==> src/rtl/seg_mux_driver.sv <==
// Purpose : time-multiplexed N-digit seven-segment driver with dark guard interval
//           between digits and frame-boundary double buffering (tear-free updates).
// Latency : load-to-display 1 cycle up to one frame = N_DIGITS*(DEAD_CYCLES+REFRESH_DIV).
// Backpressure: none; load is always accepted, a newer load overwrites the pending word.
//
// Ports:
//   clk         sole clock, rising edge
//   rst         synchronous active-high reset
//   hex_in      display word, digit i = hex_in[4i+3:4i], digit 0 rightmost
//   blank_in    per-digit force-blank mask, captured with hex_in
//   load        1-cycle strobe capturing hex_in/blank_in into the pending buffer
//   seg         registered segments {a,b,c,d,e,f,g}, a = MSB
//   an          registered digit enables, an[i] selects digit i
//   frame_start 1-cycle pulse on the edge where the pending buffer commits
//
// Optional feature macro: SEG_LZB_EN (leading-zero blanking applied at commit).

module seg_mux_driver #(
    parameter int N_DIGITS       = 4,
    parameter int REFRESH_DIV    = 50000,
    parameter int DEAD_CYCLES    = 4,
    parameter int SEG_ACTIVE_LOW = 0,
    parameter int AN_ACTIVE_LOW  = 1
) (
    input  logic                    clk,
    input  logic                    rst,
    input  logic [4*N_DIGITS-1:0]   hex_in,
    input  logic [N_DIGITS-1:0]     blank_in,
    input  logic                    load,
    output logic [6:0]              seg,
    output logic [N_DIGITS-1:0]     an,
    output logic                    frame_start
);

    localparam int CNT_MAX = (REFRESH_DIV > DEAD_CYCLES) ? REFRESH_DIV : DEAD_CYCLES;
    localparam int CW      = (CNT_MAX > 1) ? $clog2(CNT_MAX) : 1;
    localparam int DW      = (N_DIGITS > 1) ? $clog2(N_DIGITS) : 1;

    localparam logic [CW-1:0]       DEAD_LAST  = CW'(DEAD_CYCLES - 1);
    localparam logic [CW-1:0]       LIT_LAST   = CW'(REFRESH_DIV - 1);
    localparam logic [DW-1:0]       LAST_DIGIT = DW'(N_DIGITS - 1);
    // "Off" patterns double as XOR masks that convert active-high forms to pin polarity.
    localparam logic [6:0]          SEG_OFF    = (SEG_ACTIVE_LOW != 0) ? 7'h7F : 7'h00;
    localparam logic [N_DIGITS-1:0] AN_OFF     = (AN_ACTIVE_LOW != 0) ? {N_DIGITS{1'b1}}
                                                                      : {N_DIGITS{1'b0}};

    typedef enum logic {DARK, LIT} state_t;

    state_t                 state;
    logic [CW-1:0]          cnt;
    logic [DW-1:0]          d;

    logic [4*N_DIGITS-1:0]  pend_val;
    logic [N_DIGITS-1:0]    pend_mask;
    logic                   pend_vld;
    logic [4*N_DIGITS-1:0]  act_val;
    logic [N_DIGITS-1:0]    act_mask;

    logic [3:0]             cur_val;
    logic                   cur_blank;
    logic [N_DIGITS-1:0]    cur_onehot;
    logic [6:0]             lit_seg;
    logic [N_DIGITS-1:0]    lit_an;
    logic [N_DIGITS-1:0]    lz_mask;
    logic [N_DIGITS-1:0]    commit_mask;

    function automatic logic [6:0] hex2seg(input logic [3:0] h);
        case (h)
            4'h0: hex2seg = 7'b1111110;
            4'h1: hex2seg = 7'b0110000;
            4'h2: hex2seg = 7'b1101101;
            4'h3: hex2seg = 7'b1111001;
            4'h4: hex2seg = 7'b0110011;
            4'h5: hex2seg = 7'b1011011;
            4'h6: hex2seg = 7'b1011111;
            4'h7: hex2seg = 7'b1110000;
            4'h8: hex2seg = 7'b1111111;
            4'h9: hex2seg = 7'b1111011;
            4'hA: hex2seg = 7'b1110111;
            4'hB: hex2seg = 7'b0011111;
            4'hC: hex2seg = 7'b1001110;
            4'hD: hex2seg = 7'b0111101;
            4'hE: hex2seg = 7'b1001111;
            default: hex2seg = 7'b1000111;
        endcase
    endfunction

    // Select the active digit by comparison rather than variable indexing so the
    // mux stays clean for non-power-of-two digit counts.
    always_comb begin
        cur_val    = 4'h0;
        cur_blank  = 1'b0;
        cur_onehot = '0;
        for (int i = 0; i < N_DIGITS; i++) begin
            if (d == DW'(i)) begin
                cur_val       = act_val[4*i +: 4];
                cur_blank     = act_mask[i];
                cur_onehot[i] = 1'b1;
            end
        end
        lit_seg = cur_blank ? SEG_OFF : (hex2seg(cur_val) ^ SEG_OFF);
        lit_an  = cur_blank ? AN_OFF  : (cur_onehot ^ AN_OFF);
    end

`ifdef SEG_LZB_EN
    // A digit is zero-blanked when it and every digit above it are zero.
    // Digit 0 is excluded so an all-zero word still shows one "0".
    logic zero_above;
    always_comb begin
        lz_mask    = '0;
        zero_above = 1'b1;
        for (int i = N_DIGITS - 1; i >= 1; i--) begin
            zero_above = zero_above & (pend_val[4*i +: 4] == 4'h0);
            lz_mask[i] = zero_above;
        end
    end
`else
    assign lz_mask = '0;
`endif

    assign commit_mask = pend_mask | lz_mask;

    always_ff @(posedge clk) begin
        if (rst) begin
            state       <= DARK;
            cnt         <= '0;
            d           <= '0;
            pend_val    <= '0;
            pend_mask   <= '0;
            pend_vld    <= 1'b0;
            act_val     <= '0;
            act_mask    <= '0;
            frame_start <= 1'b0;
            seg         <= SEG_OFF;
            an          <= AN_OFF;
        end else begin
            frame_start <= 1'b0;
            if (load) begin
                pend_val  <= hex_in;
                pend_mask <= blank_in;
                pend_vld  <= 1'b1;
            end
            case (state)
                DARK: begin
                    if (cnt == DEAD_LAST) begin
                        state <= LIT;
                        cnt   <= '0;
                        seg   <= lit_seg;
                        an    <= lit_an;
                    end else begin
                        cnt <= cnt + 1'b1;
                    end
                end
                LIT: begin
                    if (cnt == LIT_LAST) begin
                        state <= DARK;
                        cnt   <= '0;
                        seg   <= SEG_OFF;
                        an    <= AN_OFF;
                        if (d == LAST_DIGIT) begin
                            d <= '0;
                            // Commit uses pre-edge pending contents; a load on this
                            // same edge stays pending (valid) for the next frame.
                            if (pend_vld) begin
                                act_val     <= pend_val;
                                act_mask    <= commit_mask;
                                frame_start <= 1'b1;
                                if (!load) begin
                                    pend_vld <= 1'b0;
                                end
                            end
                        end else begin
                            d <= d + 1'b1;
                        end
                    end else begin
                        cnt <= cnt + 1'b1;
                    end
                end
                default: begin
                    state <= DARK;
                    cnt   <= '0;
                end
            endcase
        end
    end

endmodule

==> config.mk <==
export PLATFORM = sky130hd
export DESIGN_NAME = seg_mux_driver
export DESIGN_NICKNAME = d
export VERILOG_FILES = /design/src/rtl/seg_mux_driver.sv
export SDC_FILE = /design/constraint.sdc
export NUM_CORES = 1
export LEC_CHECK = 0
export ABC_AREA = 0
export CAP_MARGIN = 25
export CORE_MARGIN = 2
export CORE_UTILIZATION = 30
export DETAILED_ROUTE_END_ITERATION = 8
export GPL_ROUTABILITY_DRIVEN = 0
export PLACE_DENSITY_LB_ADDON = 0.3
export SYNTH_ARGS = -nofsm -noshare
export SYNTH_HDL_FRONTEND = slang
export SYNTH_SLANG_ARGS = --single-unit
export TNS_END_PERCENT = 50
==> constraint.sdc <==
create_clock -name clk -period 2.5 [get_ports clk]
set_input_delay 0.5 -clock clk [delete_from_list [all_inputs] [get_ports clk]]
set_output_delay 0.5 -clock clk [all_outputs]
set_load 0.01 [all_outputs]
==> results by group <==
Power
  – Clk pwr share: 42.2%
  – Sw frac: 21.0%
  – Static Leak: 1.50 nW
  – Total Power: 0.00235 W
  – Pwr dens: between 500 and 600 nW/um2
  – P_int: 0.00186 W
  – Sw power: about 0.00049 W
  – Combinational Power Share: 6.6%
  – Reg power frac: 51.3%
  – Peak supply drop: 0.316 mV

Hold path
  – Hold EP: cnt[0]$_SDFF_PP0_
  – Hold path depth: 1
  – Hold WC Path Type: reg -> reg
  – Hold Crit Start: cnt[0]$_SDFF_PP0_

Worst setup path
  – Crit path arrival time: 2560 ps
  – Worst r2r path cells: 8
  – CP Class: reg -> reg
  – Worst Path Max Fanout: 11
  – CP startpoint kind: flop
  – CP endpoint kind: flop
  – Crit-path slowest cell: ha_1
  – Slowest stage delay, CP: roughly 450 ps
  – CP cell instances: ha_1 -> a211oi_1 -> a211o_2 -> inv_1 -> ha_1 -> mux2i_1 -> a22o_1 -> a22o_1
  – Critical R2R Launch: d[0]$_SDFFE_PP0P_
  – Critical Path RT: about 2700 ps
  – Worst reg2reg setup slack: 170 ps
  – R2r endpoint: seg[3]$_SDFFE_PP0P_

Yosys
  – Syn_area_per_cell: 9.91 um2
  – Synthesized area: 3280 um2
  – Synth area leaders: dfxtp_1 44%, mux2i_1 13%, nor2_1 7.2%
  – Yosys Warn Count: 0
  – FF+latch count, synth: 72
  – Synth Flop Type: dfxtp_1
  – Syn Inst Count: 331
  – Top-count cell post-synth: dfxtp_1
  – Async set or reset register ratio after synthesis: 0%
  – Post-synth top area share: 43.9%
  – Post-synth top cells: 72 x dfxtp_1, 63 x nor2_1, 42 x mux2i_1
  – EDFF count, synth: 0
  – Area leader, netlist: dfxtp_1
  – Sequential area share after synthesis: approximately 44%
  – Syn Nets: 365
  – Count of cell types in the netlist: 55

Finish
  – Nets@finish: 399
  – Post-route cell area: about 4000 um2
  – Reg area: 1440 um2
  – Share of layout cells above drive strength 1: 9.46%
  – Area growth syn-to-layout: 20.9%
  – Final cell count without fillers: 510
  – Antenna Cells: 0
  – Fillcell total: 1106
  – Area of the multi-input gates: approximately 1700 um2
  – Final Core Density: 36.9%

Placed design
  – Detailed placement HPWL: between 4000 and 5000 um
  – Placed cell count: 494
  – IO buf count: 34
  – Dpl cell area: 3730 um2

CTS
  – Clock sink count: 72
  – CTS tree: built
  – Cts bufs inserted: 9
  – # hold bufs at CTS: 0
  – CTS Buffer Depth: 2
  – Post-CTS sizing: 0
  – Clock root cell: clkbuf_8
  – Setup Buffers After CTS: 0
  – H-tree levels: 3
  – Worst-Skew Late Latency: between 300 and 400 ps
  – Clk slew on worst S/H paths: around 70 ps

Run
  – Max cap viols: 0

Route
  – Initial drt markers: 54
  – Total number of vias: 2374
  – Antenna-violating nets left: 0
  – First-pass DRT Iterations: 4
  – WL final: 6540 um
  – Routed WL per cell: around 13 um
  – DRC: 0
  – Drt via density: 4.65

STA
  – Worst slew pin tran: between 500 and 600 ps
  – Max-slew headroom: 61.8%
  – # setup viols final: 0
  – Setup TNS: 0 ps
  – Tcrit/Tclk final: between 90% and 100%
  – Post-layout min period: ~2300 ps
  – Hold Vio Cnt, Final: 0
  – RSZ-0062 raised after global routing: no
  – Fmax: between 400 and 500 MHz
  – Setup Skew: 5.15 ps
  – Final slew viol count: 0

Global route
  – Antenna violations before repair: 0
  – Total global-route track usage: 11.8%
  – GRT overflow: 0
  – First-pass GRT wire length: 10800 um
  – Vias in the first global route: 2201
  – Largest net degree at the start of global routing: 46

Floorplan
  – Std cell rows: 38
  – Core Area: 10700 um2
  – I/O pins: 35
  – Starting density of the core: 30.5%
  – Die W: 109 um
  – Die footprint: 11800 um2
  – Die height: 109 um

Status
  – Status: finished clean
==> cells in the final DEF (no fill, tap or decap), types with 3 or more instances in the layout <==
cell,netlist,final
nor2b_1,6,6
nor3_1,3,3
or3_1,4,4
clkdlybuf4s50_1,0,34
a22o_1,6,6
nor3b_1,4,4
and3_1,4,4
dfxtp_1,72,72
and4_1,3,3
nand3b_1,5,5
clkbuf_1,7,3
nand3_1,9,9
a2bb2oi_1,3,3
buf_4,1,6
xnor2_1,9,9
ha_1,11,11
mux2i_1,42,42
clkbuf_8,0,10
inv_1,7,7
nand2_1,16,16
nor2_1,63,62
a21oi_1,6,6
xor2_1,6,6
==> worst max path at each step <==
stage	end	slack [ps]	from
after floorplan	seg[1]$_SDFFE_PP0P_	260	d[1]$_SDFFE_PP0P_
after global placement	seg[3]$_SDFFE_PP0P_	210	d[0]$_SDFFE_PP0P_
after detailed placement	seg[3]$_SDFFE_PP0P_	90	d[0]$_SDFFE_PP0P_
after CTS	seg[3]$_SDFFE_PP0P_	80	d[0]$_SDFFE_PP0P_
after global routing	seg[1]$_SDFFE_PP0P_	4	d[0]$_SDFFE_PP0P_
final	seg[3]$_SDFFE_PP0P_	170	d[0]$_SDFFE_PP0P_
==> state kept, by name, summed over array words and instances, names as in the netlist <==
register	cells
act_val	16
cnt	16
pend_val	16
seg	7
act_mask	4
an	4
commit_mask	4
d	2
frame_start	1
pend_vld	1
state	1
==> power groups by stage <==
| stage | Clock (W) | Sequential (W) | Combinational (W) |
|---|---|---|---|
| after detailed placement | 0 | 0.00123 | 0.000157 |
| after CTS | 0.00103 | 0.00121 | 0.000157 |
| final | 0.000993 | 0.00121 | 0.000154 |
| after floorplan | 0 | 0.00123 | 0.0000840 |
| after global routing | 0.00108 | 0.00121 | 0.000171 |
| after global placement | 0 | 0.00123 | 0.000154 |
==> kinds of logic (layout without fill, tap and decap cells) <==
group | Yosys count | in the layout | share of synthesized area [%]
AO/OA/AOI/OAI | 34 | 34 | 8.96
XOR/XNOR | 15 | 15 | 4.00
adder cells (fa/ha/maj) | 11 | 11 | 4.20
buffers and inverters | 24 | 63 | 4.08
flip-flops | 72 | 72 | 43.9
multiplexers | 44 | 44 | 13.6
AND/OR/NAND/NOR | 131 | 131 | 21.2
==> area by class of cell <==
class,count,share of cell area (%)
clock inverter,3,1.64
timing repair buffer,40,9.71
tap,140,4.42
inverter,7,0.662
clock buffer,13,3.75
multi-input combinational,235,43.5
sequential,72,36.3
==> per-layer routing <==
metal,global-route usage [%],wire length (um),vias to the layer above
li1,-,-,1216
met1,16.1,3430,1113
met2,17.4,2770,37
met3,2.95,218,8
met4,5.49,118,0
met5,0,0,-
==> worst max-delay path, delay by kind of cell, from the launching register on <==
kind / cells / cell delay, ps
AOI/OAI and AO/OA: 4 / 930
DFF: 1 / 400
adders and majority gates: 2 / 670
buffers and inverters: 1 / 150
muxes: 1 / 90
==> per-stage QoR <==
step                setup slack, ps  hold slack, ps
global route                   4.35             475
finish                          171             452
floorplan                       258             418
detailed placement             95.0             444
global placement                212             429
CTS                            84.8             457
Note: power is estimated with default switching activity, not from simulation.
